$ cat src/rtl/uart_reg_arb_pkg.sv
// Shared types and defaults for the UART register-bus arbiter.
//   state_t     : sequencer states (IDLE, BUSY, GAP)
//   reg_req_t   : one latched downstream register transfer
package uart_reg_arb_pkg;

    localparam int unsigned ADDR_W = 11;
    localparam int unsigned DATA_W = 32;
    localparam int unsigned BE_W   = 4;
    localparam int unsigned TMO_W  = 8;

    localparam int unsigned TMO_CYC_DEF   = 255;
    localparam logic [31:0] ERR_RDATA_DEF = 32'hFFFF_FFFF;

    typedef enum logic [1:0] {
        IDLE = 2'd0,
        BUSY = 2'd1,
        GAP  = 2'd2
    } state_t;

    typedef struct packed {
        logic              wr;
        logic [ADDR_W-1:0] addr;
        logic [DATA_W-1:0] wdata;
        logic [BE_W-1:0]   be;
    } reg_req_t;

endpackage

$ cat src/rtl/uart_reg_arb_rr_pick.sv
// Combinational round-robin picker: lowest requesting index at or after ptr,
// wrapping past NREQ-1 back to 0.
//   req   : per-requester request vector
//   ptr   : starting index for the search
//   valid : at least one request present
//   idx   : winning requester index (0 when valid is low)
module rr_pick #(
    parameter  int unsigned NREQ = 2,
    localparam int unsigned ID_W = $clog2(NREQ)
) (
    input  logic [NREQ-1:0] req,
    input  logic [ID_W-1:0] ptr,
    output logic            valid,
    output logic [ID_W-1:0] idx
);

    // One extra bit so ptr+k never overflows before the explicit wrap.
    logic [ID_W:0] cand;

    always_comb begin
        valid = 1'b0;
        idx   = '0;
        cand  = '0;
        for (int unsigned k = 0; k < NREQ; k++) begin
            cand = {1'b0, ptr} + (ID_W+1)'(k);
            if (cand >= (ID_W+1)'(NREQ)) begin
                cand = cand - (ID_W+1)'(NREQ);
            end
            for (int unsigned j = 0; j < NREQ; j++) begin
                if (!valid && req[j] && (cand == (ID_W+1)'(j))) begin
                    valid = 1'b1;
                    idx   = ID_W'(j);
                end
            end
        end
    end

endmodule

$ cat src/rtl/uart_reg_arb.sv
// Round-robin arbiter/sequencer sharing the UART register bus between NREQ
// requesters. One transfer at a time, one forced idle cycle after each
// completion, and a no-ack timeout that completes with m_err.
//   app_clk, reset          : clock, synchronous active-high reset
//   m_cs/m_wr/m_addr/m_wdata/m_be : per-requester request (packed slices)
//   m_rdata/m_ack/m_err     : per-requester completion (registered pulses)
//   reg_cs/reg_wr/reg_addr/reg_wdata/reg_be : downstream request (registered)
//   reg_rdata/reg_ack       : downstream response
//   gnt_id                  : current/last granted requester
module uart_reg_arb
    import uart_reg_arb_pkg::*;
#(
    parameter  int unsigned NREQ      = 2,
    parameter  int unsigned TMO_CYC   = TMO_CYC_DEF,
    parameter  logic [31:0] ERR_RDATA = ERR_RDATA_DEF,
    localparam int unsigned ID_W      = $clog2(NREQ)
) (
    input  logic                     app_clk,
    input  logic                     reset,
    input  logic [NREQ-1:0]          m_cs,
    input  logic [NREQ-1:0]          m_wr,
    input  logic [NREQ*ADDR_W-1:0]   m_addr,
    input  logic [NREQ*DATA_W-1:0]   m_wdata,
    input  logic [NREQ*BE_W-1:0]     m_be,
    output logic [NREQ*DATA_W-1:0]   m_rdata,
    output logic [NREQ-1:0]          m_ack,
    output logic [NREQ-1:0]          m_err,
    output logic                     reg_cs,
    output logic                     reg_wr,
    output logic [ADDR_W-1:0]        reg_addr,
    output logic [DATA_W-1:0]        reg_wdata,
    output logic [BE_W-1:0]          reg_be,
    input  logic [DATA_W-1:0]        reg_rdata,
    input  logic                     reg_ack,
    output logic [ID_W-1:0]          gnt_id
);

    state_t              state, state_nxt;
    logic [ID_W-1:0]     rr_ptr, rr_ptr_nxt;
    logic [ID_W-1:0]     gnt_id_nxt;
    logic [TMO_W-1:0]    tmo_cnt, tmo_cnt_nxt;
    reg_req_t            req_q, req_nxt, pick_req;
    logic                reg_cs_nxt;
    logic [NREQ-1:0]     m_ack_nxt, m_err_nxt;
    logic [NREQ*DATA_W-1:0] m_rdata_nxt;

    logic                pick_valid;
    logic [ID_W-1:0]     pick_idx;
    logic                tmo_hit;
    logic                done;

    rr_pick #(.NREQ(NREQ)) u_rr_pick (
        .req   (m_cs),
        .ptr   (rr_ptr),
        .valid (pick_valid),
        .idx   (pick_idx)
    );

    assign tmo_hit = (tmo_cnt == TMO_W'(TMO_CYC - 1));
    // reg_ack has priority over the timeout when both land in the same cycle.
    assign done    = reg_ack || tmo_hit;

    // Mux the winning requester's fields.
    always_comb begin
        pick_req = '0;
        for (int unsigned i = 0; i < NREQ; i++) begin
            if (pick_idx == ID_W'(i)) begin
                pick_req.wr    = m_wr[i];
                pick_req.addr  = m_addr[ADDR_W*i +: ADDR_W];
                pick_req.wdata = m_wdata[DATA_W*i +: DATA_W];
                pick_req.be    = m_be[BE_W*i +: BE_W];
            end
        end
    end

    // State register.
    always_ff @(posedge app_clk) begin
        if (reset) begin
            state <= IDLE;
        end else begin
            state <= state_nxt;
        end
    end

    // Next-state logic.
    always_comb begin
        state_nxt = state;
        case (state)
            IDLE:    if (pick_valid) state_nxt = BUSY;
            BUSY:    if (done)       state_nxt = GAP;
            GAP:                     state_nxt = IDLE;
            default:                 state_nxt = IDLE;
        endcase
    end

    // Output/datapath next values; ack/err are single-cycle pulses.
    always_comb begin
        req_nxt     = req_q;
        reg_cs_nxt  = reg_cs;
        gnt_id_nxt  = gnt_id;
        rr_ptr_nxt  = rr_ptr;
        tmo_cnt_nxt = tmo_cnt;
        m_ack_nxt   = '0;
        m_err_nxt   = '0;
        m_rdata_nxt = m_rdata;
        case (state)
            IDLE: begin
                reg_cs_nxt = 1'b0;
                if (pick_valid) begin
                    req_nxt     = pick_req;
                    reg_cs_nxt  = 1'b1;
                    gnt_id_nxt  = pick_idx;
                    tmo_cnt_nxt = '0;
                end
            end
            BUSY: begin
                if (done) begin
                    reg_cs_nxt = 1'b0;
                    rr_ptr_nxt = (gnt_id == ID_W'(NREQ - 1)) ? '0 : gnt_id + ID_W'(1);
                    for (int unsigned i = 0; i < NREQ; i++) begin
                        if (gnt_id == ID_W'(i)) begin
                            m_ack_nxt[i] = 1'b1;
                            m_err_nxt[i] = !reg_ack;
                            if (!req_q.wr) begin
                                m_rdata_nxt[DATA_W*i +: DATA_W] = reg_ack ? reg_rdata : ERR_RDATA;
                            end
                        end
                    end
                end else begin
                    tmo_cnt_nxt = tmo_cnt + TMO_W'(1);
                end
            end
            GAP: begin
                reg_cs_nxt = 1'b0;
            end
            default: begin
                reg_cs_nxt = 1'b0;
            end
        endcase
    end

    // Output and datapath registers.
    always_ff @(posedge app_clk) begin
        if (reset) begin
            req_q   <= '0;
            reg_cs  <= 1'b0;
            gnt_id  <= '0;
            rr_ptr  <= '0;
            tmo_cnt <= '0;
            m_ack   <= '0;
            m_err   <= '0;
            m_rdata <= '0;
        end else begin
            req_q   <= req_nxt;
            reg_cs  <= reg_cs_nxt;
            gnt_id  <= gnt_id_nxt;
            rr_ptr  <= rr_ptr_nxt;
            tmo_cnt <= tmo_cnt_nxt;
            m_ack   <= m_ack_nxt;
            m_err   <= m_err_nxt;
            m_rdata <= m_rdata_nxt;
        end
    end

    assign reg_wr    = req_q.wr;
    assign reg_addr  = req_q.addr;
    assign reg_wdata = req_q.wdata;
    assign reg_be    = req_q.be;

endmodule

$ cat config.mk
export PLATFORM = sky130hd
export DESIGN_NAME = uart_reg_arb
export DESIGN_NICKNAME = d
export VERILOG_FILES = /design/src/rtl/uart_reg_arb_pkg.sv /design/src/rtl/uart_reg_arb_rr_pick.sv /design/src/rtl/uart_reg_arb.sv
export SDC_FILE = /design/constraint.sdc
export NUM_CORES = 1
export LEC_CHECK = 0
export BUFFER_PORTS_ARGS = -buffer_cell sky130_fd_sc_hd__buf_2
export CAP_MARGIN = 40
export CORE_MARGIN = 5
export CORE_UTILIZATION = 30
export CTS_BUF_LIST = sky130_fd_sc_hd__clkbuf_4
export CTS_CLUSTER_SIZE = 40
export DETAILED_ROUTE_END_ITERATION = 10
export HOLD_SLACK_MARGIN = 0.08
export PLACE_DENSITY = 0.61
export SYNTH_ARGS = -nofsm -noshare
export SYNTH_HDL_FRONTEND = slang
export SYNTH_SLANG_ARGS = --single-unit
$ cat constraint.sdc
create_clock -name app_clk -period 1.96 [get_ports app_clk]
set_input_delay 0.196 -clock app_clk [delete_from_list [all_inputs] [get_ports app_clk]]
set_output_delay 0.196 -clock app_clk [all_outputs]
set_load 0.005 [all_outputs]
# Yosys cells after proc, flatten, opt, wreduce, memory -nomap -nowiden
# Cells that the tools add are included.
[totals]
ff_bits = 129
in_bits = 133
out_inout_bits = 118
[op_classes]
n_addsub = 5
bitwise_logic = 4
n_eq_ne = 7
n_reduce_logical = 25
order_cmp = 2
muxes = 23
[ops]
columns = ["cell", "count"]
rows = [
  ["$mux 48", 1],
  ["$mux 32", 1],
  ["$mux 8", 2],
  ["$pmux 8 s2", 1],
  ["$mux 1", 12],
  ["$add 8x1->8 const B", 1],
  ["$eq 8x8->1 const B", 1],
  ["$mux 2", 4],
  ["$reduce_and 4->1", 2],
  ["$reduce_or 4->1", 2],
  ["$logic_and 1x1->1", 7],
  ["$eq 2x1->1 const B", 3],
  ["$logic_not 2->1", 3],
  ["$ne 2x2->1 const B", 3],
  ["$reduce_and 2->1", 3],
  ["$logic_not 1->1", 4],
  ["$not 1->1", 4],
  ["$pmux 2 s2", 1],
  ["$reduce_and 3->1", 1],
  ["$reduce_or 3->1", 1],
  ["$add 1x1->2 const B", 1],
  ["$ge 1x2->1 const B", 1],
  ["$ge 2x2->1 const B", 1],
  ["$pmux 1 s2", 1],
  ["other kinds (5)", 5],
]

# Depth between registers and ports, before layout
[depth]
word_depth = 19
mapped_depth = 7
ltp_nobuf = 5

# Hierarchy
# From an unflattened synthesis, not the netlist that was laid out.
[hier_totals]
hier_cells = 556
area_unflattened_um2 = 5258.8
[by_module_without_submodules]
columns = ["mod", "n_inst", "cells_per_inst", "seq_area_each_um2", "area_each_um2"]
rows = [
  ["uart_reg_arb", 1, 553, 2582.5, 5241.3],
  ["rr_pick", 1, 3, 0.0, 17.5],
]

# Least setup slack after synthesis
# No wires, ideal clock.
[synth_path]
kind = "register to register"
startpoint = "register tmo_cnt[0]"
endpoint = "register m_rdata[0]"
path_slack_ns = 0.332
t_arrival_ns = 1.533
n_path_buf = 2
path_stages_with_launch = 8
setup_time_ns = 0.095
period_less_slack_ns = 1.628
path_cell_list = "dfxtp_1 -> inv_1 -> ha_1 -> and3_1 -> clkbuf_1 -> nand4_1 -> buf_2 -> a221oi_1"
[synth_between]
elab_chain_cells = 3
[synth_rtl]
columns = ["item", "line_no", "source"]
rows = [
  ["from (decl)", "uart_reg_arb.sv:41", "logic [TMO_W-1:0] tmo_cnt, tmo_cnt_nxt;"],
  ["from (signal assigned)", "uart_reg_arb.sv:158", "tmo_cnt <= tmo_cnt_nxt;"],
  ["$eq 8x8->1", "uart_reg_arb.sv:59", "assign tmo_hit = (tmo_cnt == TMO_W'(TMO_CYC - 1));"],
  ["$logic_or 1x1->1", "uart_reg_arb.sv:61", "assign done = reg_ack || tmo_hit;"],
  ["$reduce_and 4->1 (no source line)", "n/a", ""],
  ["to (signal assigned)", "uart_reg_arb.sv:161", "m_rdata <= m_rdata_nxt;"],
  ["to (decl)", "uart_reg_arb.sv:25", "output logic [NREQ*DATA_W-1:0] m_rdata,"],
]
# No other way between the ends.
# A chain may end at the register's enable or synchronous reset.

# Final worst setup path
[layout_path]
startpoint = "register tmo_cnt[0]"
endpoint = "register m_rdata[48]"
# Same word-level chain as after synthesis.

==> results.sh <==
export IMPL_grt_pass1_wl_um=36300
export IMPL_status="finished clean"
export IMPL_crit_slowest_cell="dfxtp_1"
export IMPL_gp_congestion=0.830
export IMPL_worstSetupStartpointType="flip-flop"
export IMPL_syn_inst=650
export IMPL_r2r_start="tmo_cnt[0]"
export IMPL_dr_pass1_iters=5
export IMPL_finalMaxSlewViolations=0
export IMPL_path_max_fanout=32
export IMPL_cts_buffers=17
export IMPL_cts_sinks=129
export IMPL_antenna_found_initial=1
export IMPL_io_buffer_count=250
export IMPL_tightest_slew_ps=576
export IMPL_yosysWarnings=0
export IMPL_crit_path_start="tmo_cnt[0]"
export IMPL_die_area_um2=21600
export IMPL_grt_setup_unrepaired="false"
export IMPL_core_um2=18600
export IMPL_drc=0
export IMPL_post_dp_hpwl_um=14000
export IMPL_cp_arrival_ps=2200
export IMPL_path_cells="inv_1 > ha_1 > and3_1 > nand4_1 > buf_4 > a221oi_1"
export IMPL_via_count=6824
export IMPL_internal_power_w=0.00477
export IMPL_ir_drop_uv=380
export IMPL_slew_headroom=0.616
export IMPL_drive_gt1_frac=0.313
export IMPL_ant_nets=0
export IMPL_routed_wl_um=22700
export IMPL_end_kind="flip-flop"
export IMPL_fin_setup_tns_ps=0
export IMPL_post_cts_buffers=0
export IMPL_finalCritPeriodShare=0.903
export IMPL_grt_total_usage=0.204
export IMPL_power_density_nw_per_um2=765
export IMPL_p_comb_frac=0.215
export IMPL_p_switching_w=0.00195
export IMPL_fin_crit_ps=1770
export IMPL_clockRootBuffer="clkbuf_4"
export IMPL_hp_class="primary input to flip-flop"
export IMPL_syn_num_nets=785
export IMPL_clock_skew_ps=23.2
export IMPL_num_rows=50
export IMPL_clkTransAtPathRegs_ps=120
export IMPL_grt_pass1_vias=6705
export IMPL_hold_viol_final=0
export IMPL_ios=251
export IMPL_initial_core_util=0.304
export IMPL_ys_seq_elements=129
export IMPL_crit_required_ps=2390
export IMPL_power_w=0.00672
export IMPL_routedWlPerCell_um=18.4
export IMPL_drtIter0Drc=338
export IMPL_postSynthAreaPerCell_um2=8.68
export IMPL_power_frac_seq=0.436
export IMPL_critical_path_max_stage_delay_ps=360
export IMPL_cts_tree="yes"
export IMPL_fin_nets=1124
export IMPL_fin_ws_ps=189
export IMPL_seq_area_frac_synth=0.458
export IMPL_clk_path_buf_depth=2
export IMPL_cts_max_level=4
export IMPL_grt_ovfl_total=0
export IMPL_syn_to_final_growth_pct=55.8
export IMPL_vias_per_cell=5.52
export IMPL_power_leakage_nw=3.79
export IMPL_crit_type="flip-flop to flip-flop"
export IMPL_power_share_clock=0.349
export IMPL_cap_violations=0
export IMPL_netlist_area_um2=5640
export IMPL_p_sw_frac=0.290
export IMPL_dp_slack_ps=183
export IMPL_die_width_um=147
export IMPL_cts_resized=0
export IMPL_die_h_um=147
export IMPL_hp_start="m_cs[1]"
export IMPL_yosys_cell_types_count=44
export IMPL_setup_viol=0
export IMPL_grt_max_degree=75
export IMPL_finalHoldWorstSlack_ps=150
export IMPL_max_freq_ghz=0.565
export IMPL_clock_latency_ps=530
-- placed cells by master (no fill, tap or decap), types with 4 or more instances in the layout --
| master | instances |
|---|---|
| nand4_1 | 4 |
| buf_12 | 7 |
| nor3_1 | 52 |
| o21ai_0 | 47 |
| inv_1 | 35 |
| nand2_1 | 4 |
| dlygate4sd3_1 | 131 |
| a311oi_1 | 49 |
| nor2_1 | 5 |
| a21oi_1 | 72 |
| a221oi_1 | 64 |
| a211oi_1 | 4 |
| nand3_1 | 52 |
| bufinv_16 | 6 |
| dfxtp_1 | 129 |
| clkbuf_4 | 18 |
| buf_4 | 18 |
| buf_2 | 249 |
| and4_1 | 4 |
-- per-layer routing --
layer | wire (um) | track usage | share of wire | vias up
met1 | 9680 | 0.269 | 0.43 | 3181
met2 | 10100 | 0.314 | 0.45 | 425
met4 | 571 | 0.0764 | 0.025 | 0
met3 | 2340 | 0.0648 | 0.10 | 47
li1 | - | - | - | 3171
met5 | 0 | 0 | 0 | -
-- sequential cells by signal, summed over array words and instances (netlist names) --
signal / flops
reg_addr: 11
rr_ptr: 1
reg_wdata: 32
m_err: 2
reg_wr: 1
tmo_cnt: 8
reg_be: 4
m_ack: 2
state: 2
reg_cs: 1
m_rdata: 64
gnt_id: 1
-- cell type report --
type / instances / area, um2
antenna: 1 / 2.50
tap: 234 / 293
clock buffer: 18 / 135
sequential: 129 / 2580
clock inverter: 14 / 238
inverter: 35 / 131
multi-input combinational: 401 / 2570
timing repair buffer: 405 / 2830
fill: 1737 / 9800
-- cell usage after synthesis --
cell type,count,area share
dfxtp_1,129,0.46
a21oi_1,72,0.064
a221oi_1,64,0.099
clkbuf_1,58,0.039
nand3_1,52,0.046
nor3_1,52,0.046
a311oi_1,49,0.076
o21ai_0,47,0.042
inv_1,35,0.023
buf_2,21,0.019
nor2_1,8,0.0053
a211oi_1,4,0.0053
and4_1,4,0.0062
nand2_1,4,0.0027
nand4_1,4,0.0044
and2_1,3,0.0033
and3_1,3,0.0033
buf_6,3,0.0060
nor2b_1,3,0.0033
o21ai_1,3,0.0027
a31oi_1,2,0.0022
ha_1,2,0.0044
nand2b_1,2,0.0022
nor3b_1,2,0.0027
nor4_1,2,0.0022
nor4b_1,2,0.0031
o211ai_1,2,0.0027
or2_2,2,0.0022
a211o_1,1,0.0016
a21boi_0,1,0.0013
a21o_1,1,0.0013
a2bb2oi_1,1,0.0016
and3b_1,1,0.0016
and4bb_2,1,0.0022
buf_1,1,0.00066
buf_4,1,0.0013
clkbuf_2,1,0.00089
mux2_2,1,0.0020
nand4bb_1,1,0.0020
o211a_1,1,0.0018
o31a_1,1,0.0016
o31ai_1,1,0.0013
or2_1,1,0.0011
or3b_1,1,0.0016
-- logic make-up (layout without fill, tap and decap cells) --
logic type | Yosys count | after routing | synth area share
other | 0 | 1 | 0
AO/OA/AOI/OAI | 250 | 250 | 0.304
buffers and inverters | 120 | 472 | 0.0894
flip-flops | 129 | 129 | 0.458
adder cells (fa/ha/maj) | 2 | 2 | 0.00444
multiplexers | 1 | 1 | 0.00200
AND/OR/NAND/NOR | 148 | 148 | 0.142
-- critical path: cells and delay by family, from the launching register on --
kind / cells / cell delay [ps]
compound gates: 1 / 300
fa+ha+maj: 1 / 220
buf+inv: 2 / 350
flops: 1 / 360
simple gates: 2 / 430
-- path summary, 6_finish.rpt --
check,endpoint,slack (ps),cells past startpoint
worst max register to register,m_rdata[48],190,6
worst max-delay path,m_rdata[48],190,6
worst min-delay path,reg_wr,150,4
worst min register to register,reg_addr[2],510,2
-- repair_timing --
item / CTS / global route
hold endpoints to repair: 116 / 0
hold buffers: 131 / 0
setup endpoints to repair: 0 / 0
-- per-stage QoR --
| step | instances | util | area, um2 |
|---|---|---|---|
| after floorplan | 650 | - | 5640 |
| after global placement | 1072 | 0.381 | 7080 |
| after detailed placement | 1073 | 0.382 | 7100 |
| after CTS | 1236 | 0.473 | 8780 |
| after global routing | 1237 | 0.473 | 8780 |
| final | 1237 | 0.473 | 8780 |
-- power groups by stage --
stage               Clock, W  Combinational, W  Sequential (W)
finish               0.00235           0.00145         0.00293
global route         0.00252           0.00158         0.00295
CTS                  0.00241           0.00143         0.00293
detailed placement         0           0.00123         0.00298
global placement           0           0.00121         0.00299
floorplan                  0          0.000646         0.00298
(Power assumes the default switching activity.)
